[src/rtl/scratchpad_pkg.sv]
// Shared types and default widths for the scratchpad arbiter slice.
package scratchpad_pkg;

    localparam int ADDR_W_DEF = 10;
    localparam int DATA_W_DEF = 16;

    typedef enum logic [1:0] {
        OWN_NONE  = 2'd0,
        OWN_HOST  = 2'd1,
        OWN_ARRAY = 2'd2
    } owner_e;

    typedef enum logic [1:0] {
        S_RR    = 2'd0,
        S_LOCK  = 2'd1,
        S_FORCE = 2'd2
    } arb_state_e;

endpackage

[src/rtl/scratchpad_arbiter_starve_cnt.sv]
// Saturating wait counter; hit flags the cycle the count lands on MAX.
module arb_starve_cnt #(
    parameter int MAX = 8,
    parameter int CW  = $clog2(MAX + 1)
) (
    input  logic clk,
    input  logic reset,
    input  logic clr,
    input  logic inc,
    output logic hit
);

    localparam logic [CW-1:0] MAX_C = CW'(MAX);

    logic [CW-1:0] count_r;
    logic [CW-1:0] count_nxt;

    // next count: clear wins, increment stops at MAX
    always_comb begin
        count_nxt = count_r;
        if (clr) begin
            count_nxt = '0;
        end else if (inc && (count_r != MAX_C)) begin
            count_nxt = count_r + CW'(1);
        end else begin
            count_nxt = count_r;
        end
    end

    // count register
    always_ff @(posedge clk or posedge reset) begin
        if (reset) begin
            count_r <= '0;
        end else begin
            count_r <= count_nxt;
        end
    end

    assign hit = (count_nxt == MAX_C);

endmodule

[src/rtl/scratchpad_arbiter.sv]
// Shares the single-port scratchpad between the host bridge and the array
// controller: round-robin, array burst lock, forced host slot on starvation.
module scratchpad_arbiter
    import scratchpad_pkg::*;
#(
    parameter int                ADDR_W     = ADDR_W_DEF,
    parameter int                DATA_W     = DATA_W_DEF,
    parameter logic [ADDR_W-1:0] ZERO_ADDR  = ADDR_W'(10'h355),
    parameter int                STARVE_MAX = 8
) (
    input  logic              clk,
    input  logic              reset,
    input  logic              h_valid,
    output logic              h_ready,
    input  logic              h_we,
    input  logic [ADDR_W-1:0] h_addr,
    input  logic [DATA_W-1:0] h_wdata,
    output logic              h_rvalid,
    output logic [DATA_W-1:0] h_rdata,
    input  logic              a_valid,
    output logic              a_ready,
    input  logic              a_we,
    input  logic [ADDR_W-1:0] a_addr,
    input  logic [DATA_W-1:0] a_wdata,
    input  logic              a_lock,
    output logic              a_rvalid,
    output logic [DATA_W-1:0] a_rdata,
    output logic              m_en,
    output logic              m_we,
    output logic [ADDR_W-1:0] m_addr,
    output logic [DATA_W-1:0] m_wdata,
    input  logic [DATA_W-1:0] m_rdata,
    output logic              starved
);

    arb_state_e        state_r;
    arb_state_e        state_nxt;
    logic              last_array_r;
    logic              h_xfer_s;
    logic              a_xfer_s;
    logic              grant_s;
    logic              cnt_inc_s;
    logic              cnt_clr_s;
    logic              cnt_hit_s;
    logic              sel_we_s;
    logic [ADDR_W-1:0] sel_addr_s;
    logic [DATA_W-1:0] sel_wdata_s;
    logic              zero_hit_s;
    owner_e            rd_owner_r;
    logic              rd_zero_r;
    logic [DATA_W-1:0] rd_data_s;
    logic [DATA_W-1:0] h_hold_r;
    logic [DATA_W-1:0] a_hold_r;

    assign h_xfer_s  = h_valid && h_ready;
    assign a_xfer_s  = a_valid && a_ready;
    assign grant_s   = h_xfer_s || a_xfer_s;
    assign cnt_inc_s = (state_r == S_LOCK) && h_valid;
    assign cnt_clr_s = !cnt_inc_s;

    arb_starve_cnt #(
        .MAX (STARVE_MAX)
    ) u_starve (
        .clk   (clk),
        .reset (reset),
        .clr   (cnt_clr_s),
        .inc   (cnt_inc_s),
        .hit   (cnt_hit_s)
    );

    // arbitration state register
    always_ff @(posedge clk or posedge reset) begin
        if (reset) begin
            state_r <= S_RR;
        end else begin
            state_r <= state_nxt;
        end
    end

    // next-state logic
    always_comb begin
        state_nxt = state_r;
        case (state_r)
            S_RR: begin
                if (a_xfer_s && a_lock) begin
                    state_nxt = S_LOCK;
                end else begin
                    state_nxt = S_RR;
                end
            end
            S_LOCK: begin
                if (!a_lock) begin
                    state_nxt = S_RR;
                end else if (cnt_hit_s) begin
                    state_nxt = S_FORCE;
                end else begin
                    state_nxt = S_LOCK;
                end
            end
            S_FORCE: begin
                if (a_lock) begin
                    state_nxt = S_LOCK;
                end else begin
                    state_nxt = S_RR;
                end
            end
            default: state_nxt = S_RR;
        endcase
    end

    // ready / status outputs from state and both valids
    always_comb begin
        h_ready = 1'b0;
        a_ready = 1'b0;
        starved = 1'b0;
        case (state_r)
            S_RR: begin
                h_ready = h_valid && (!a_valid || last_array_r);
                a_ready = a_valid && (!h_valid || !last_array_r);
            end
            S_LOCK: begin
                a_ready = a_valid;
            end
            S_FORCE: begin
                h_ready = 1'b1;
                starved = 1'b1;
            end
            default: begin
                h_ready = 1'b0;
                a_ready = 1'b0;
                starved = 1'b0;
            end
        endcase
    end

    // last-grant pointer; a lock release hands the next tie to the host
    always_ff @(posedge clk or posedge reset) begin
        if (reset) begin
            last_array_r <= 1'b1;
        end else if ((state_r == S_LOCK) && !a_lock) begin
            last_array_r <= 1'b1;
        end else if (h_xfer_s) begin
            last_array_r <= 1'b0;
        end else if (a_xfer_s) begin
            last_array_r <= 1'b1;
        end else begin
            last_array_r <= last_array_r;
        end
    end

    // select the granted request's fields
    always_comb begin
        sel_we_s    = 1'b0;
        sel_addr_s  = '0;
        sel_wdata_s = '0;
        if (h_xfer_s) begin
            sel_we_s    = h_we;
            sel_addr_s  = h_addr;
            sel_wdata_s = h_wdata;
        end else if (a_xfer_s) begin
            sel_we_s    = a_we;
            sel_addr_s  = a_addr;
            sel_wdata_s = a_wdata;
        end else begin
            sel_we_s    = 1'b0;
            sel_addr_s  = '0;
            sel_wdata_s = '0;
        end
    end

    assign zero_hit_s = grant_s && (sel_addr_s == ZERO_ADDR);
    assign m_en       = grant_s && !zero_hit_s;
    assign m_we       = m_en && sel_we_s;
    assign m_addr     = sel_addr_s;
    assign m_wdata    = sel_wdata_s;

    // read-return tag: who gets the data next cycle and whether it is the zero point
    always_ff @(posedge clk or posedge reset) begin
        if (reset) begin
            rd_owner_r <= OWN_NONE;
            rd_zero_r  <= 1'b0;
        end else if (h_xfer_s && !h_we) begin
            rd_owner_r <= OWN_HOST;
            rd_zero_r  <= zero_hit_s;
        end else if (a_xfer_s && !a_we) begin
            rd_owner_r <= OWN_ARRAY;
            rd_zero_r  <= zero_hit_s;
        end else begin
            rd_owner_r <= OWN_NONE;
            rd_zero_r  <= 1'b0;
        end
    end

    assign rd_data_s = rd_zero_r ? '0 : m_rdata;
    assign h_rvalid  = (rd_owner_r == OWN_HOST);
    assign a_rvalid  = (rd_owner_r == OWN_ARRAY);
    assign h_rdata   = h_rvalid ? rd_data_s : h_hold_r;
    assign a_rdata   = a_rvalid ? rd_data_s : a_hold_r;

    // hold the last returned word so rdata stays put between responses
    always_ff @(posedge clk or posedge reset) begin
        if (reset) begin
            h_hold_r <= '0;
            a_hold_r <= '0;
        end else begin
            h_hold_r <= h_rdata;
            a_hold_r <= a_rdata;
        end
    end

endmodule

[config.mk]
export PLATFORM = sky130hd
export DESIGN_NAME = scratchpad_arbiter
export DESIGN_NICKNAME = d
export VERILOG_FILES = /design/src/rtl/scratchpad_pkg.sv /design/src/rtl/scratchpad_arbiter_starve_cnt.sv /design/src/rtl/scratchpad_arbiter.sv
export SDC_FILE = /design/constraint.sdc
export NUM_CORES = 1
export LEC_CHECK = 0
export ABC_AREA = 1
export CORE_UTILIZATION = 34
export CTS_BUF_LIST = sky130_fd_sc_hd__clkbuf_16
export DETAILED_ROUTE_END_ITERATION = 16
export PLACE_DENSITY = 0.83
export SLEW_MARGIN = 20
export SYNTH_ARGS = -nofsm -noshare
export SYNTH_HDL_FRONTEND = slang
export SYNTH_SLANG_ARGS = --single-unit
[constraint.sdc]
create_clock -name clk -period 1.75 [get_ports clk]
set_input_delay 0.35 -clock clk [delete_from_list [all_inputs] [get_ports clk]]
set_output_delay 0.35 -clock clk [all_outputs]
set_load 0.02 [all_outputs]
==> metrics.txt, run 1 <==
effective utilization at floorplan=0.352; CTS root buf=clkbuf_16; number of synthesized flops with an enable pin=0; worst skew pair latency=280 ps; # diodes=0; synth top area cells=dfrtp_1 (43%), mux2_2 (15%), nand2_1 (13%); share of the synthesized area in the top cell type=0.429; final setup violation count=61; part of the power in registers=0.267; DRC violations left=0; Final TNS setup=-14710 ps; Syn Area/Cell=8.43 sq um; die width=85.9 um; RSZ-0062 raised after global routing=true; min cycle time layout=2280 ps; synthesized instance count=284; Hold Violations, Final=0; FF/Latch Area=0.00105 sq mm; number of port buffers=139; CTS Sinks=42; overall power=4840 uW; Seq cells post-synth=42; TritonCTS buffer count=5; critical path fanouts, max=7; period utilization=1.30; area of the multi-input gates=0.00151 sq mm; DRT Wirelength=9.41 mm; Overflow after GRT=0; Filler cells=405; DRT Pass-1 Iters=4; CP required=1400 ps; clock share of power=0.208; P per Cell Area=926 mW/mm^2; DRT iter0 DRCs=67; Switching Share=0.328; P_sw=1590 uW; relative slew slack=0.602; CTS clock-pin slew for the worst setup and hold paths=60 ps; failing checks=negative setup slack; status=finished, violations left; initial antenna violation count=0; Unique masters post-synth=27; Crit. End Element=output pin; Synth area leader=dfrtp_1; Finished Layout Cells=588; Final ANT Viol Nets=0; nature of the critical path startpoint=flip-flop; crit path setup slack, layout=-529 ps; Comb pwr share=0.525; Clock Skew=2.95 ps; HPWL after detailed placement=5.40 mm; Pint=3250 uW; Netlist Area Pre-Place=0.00239 sq mm; I/O pins=140; Clock Tree Buf Depth=2; worst hold slack=391 ps; P_leak=0.00262 uW; fin. max-slew vios=0; die height=85.9 um; placer's final routability congestion estimate=0.853; max-cap violations=0; Total GRT Usage=0.214; worst vdd ir=0.000412 V; critical path class=flip-flop to output pin; post-synthesis async set-or-reset flop share=1.00; Fmax achieved=439 MHz; first-pass GRT wire length=12.2 mm; via count=2706; number of instances in the placed design=529; Seq/Total Area, Yosys=0.440; vias per cell=4.60; Nets=568; Rows=30; CP arrival=1930 ps; WL/cell=16.0 um; vias in the first global route=2640; largest net degree at the start of global routing=29; Die Area=0.00738 sq mm; worst hold path class=input pin to asynchronous set/reset pin; H-tree levels=2; Mapped Nets=361; Synth Warn #=0; core region area=0.00679 sq mm; Area Growth Syn to Fin=118%; fraction of layout cells with a size suffix above 1=0.533; main flop type after synthesis=dfrtp_1; CTS tree=yes; Slew @ Worst Pin=594 ps
per-layer routing:
layer / global-route usage / vias to the layer above / wire (um)
met5: 0 / - / 0
met4: 0.0818 / 0 / 225
met3: 0.0385 / 20 / 371
met2: 0.401 / 94 / 5320
met1: 0.238 / 1315 / 3500
li1: - / 1277 / -
final cells by class:
type	count	area share
clock inverter	3	0.00718
tap	96	0.0230
sequential	42	0.202
multi-input combinational	186	0.288
clock buffer	5	0.0239
inverter	47	0.0357
timing repair buffer	209	0.421
worst max-delay path, cell delays in order, from the launching register on:
cell,delay [ps]
dfstp_2,560
inv_2,40
nand2_2,60
nand2_4,100
a21oi_4,160
buf_12,140
nand2_1,50
nand2_1,90
nor2_1,60
nand3_2,100
nand2_4,70
nor2_4,90
buf_6,120
worst paths after layout:
kind | slack, ps | cells after the start | end | start
worst max register to register | -30 | 12 | rd_zero_r$_DFF_PP0_ | last_array_r$_DFFE_PP1P_
worst min-delay path | 390 | 2 | u_starve.count_r[0]$_DFF_PP0_ | reset
min in group clk | 500 | 1 | h_hold_r[9]$_DFF_PP0_ | h_hold_r[9]$_DFF_PP0_
max in group asynchronous | 870 | 3 | h_hold_r[1]$_DFF_PP0_ | reset
worst max-delay path | -530 | 12 | m_we | last_array_r$_DFFE_PP1P_
worst min register to register | 500 | 1 | h_hold_r[9]$_DFF_PP0_ | h_hold_r[9]$_DFF_PP0_
cells in the mapped netlist, types with 2 or more instances:
| cell type | instances |
|---|---|
| nor2_2 | 7 |
| nand2_1 | 81 |
| mux2_2 | 32 |
| nand3_1 | 11 |
| o21ai_0 | 4 |
| clkbuf_1 | 2 |
| nand2_2 | 7 |
| ha_1 | 2 |
| nand3_2 | 3 |
| buf_2 | 5 |
| buf_6 | 3 |
| inv_1 | 45 |
| dfrtp_1 | 41 |
| nor2_1 | 26 |
| nand2_4 | 3 |
flip-flops by register name, indices dropped and copies added (netlist names):
name,count
rd_zero_r,1
u_starve.count_r,4
h_hold_r,16
rd_owner_r,2
last_array_r,1
a_hold_r,16
state_r,2
cell usage in the layout (no fill, tap or decap), drive strengths merged:
cell           count
buf              133
nand2             92
clkdlybuf4s50     72
inv               47
dfrtp             41
nor2              34
mux2              32
nand3             14
clkbuf             6
o21ai              4
clkinv             2
ha                 2
dlygate4sd2        2
nand4              1
xor2               1
o211ai             1
xnor2              1
a21oi              1
nand3b             1
a21boi             1
o22ai              1
bufinv             1
dfstp              1
clkdlybuf4s15      1
power by group through the flow:
stage | Sequential (uW) | Combinational, uW | Clock, uW
floorplan | 1260 | 959 | 0
global placement | 1270 | 1810 | 0
detailed placement | 1290 | 1850 | 0
CTS | 1280 | 1980 | 1020
global route | 1310 | 2650 | 1070
finish | 1290 | 2540 | 1010
timing repair:
| item | CTS | global route |
|---|---|---|
| hold buffers | 0 | 0 |
| buffers inserted | 16 | 33 |
| setup endpoints to repair | 66 | 65 |
| cloned | 2 | 1 |
| pin swaps | 16 | 15 |
| gates resized for setup | 352 | 162 |
cell families (layout without fill, tap and decap cells):
family / count (synthesis) / count (layout) / synth area share
mux: 32 / 32 / 0.151
fa+ha+maj: 2 / 2 / 0.0105
buf+inv: 57 / 264 / 0.103
simple gates: 141 / 142 / 0.265
flops: 42 / 42 / 0.440
compound gates: 8 / 8 / 0.0241
xor+xnor: 2 / 2 / 0.00732
stage by stage:
stage               area (sq um)  worst slack, ps   util
floorplan                   2490            -44.3      -
global placement            4120            -1030  0.607
detailed placement          4120            -1110  0.607
CTS                         4590             -518  0.675
global route                5230             -577  0.770
finish                      5230             -529  0.770
(Power assumes the default switching activity.)
==> run 2: changes to the inputs <==
--- a/config.mk
+++ b/config.mk
@@ -6,6 +6,7 @@
 export NUM_CORES = 1
 export LEC_CHECK = 0
 export ABC_AREA = 1
+export CAP_MARGIN = 0
 export CORE_UTILIZATION = 34
 export CTS_BUF_LIST = sky130_fd_sc_hd__clkbuf_16
 export DETAILED_ROUTE_END_ITERATION = 16
==> results of run 2 <==
Same layout as run 1: the final DEF is identical, and so are final timing and power.
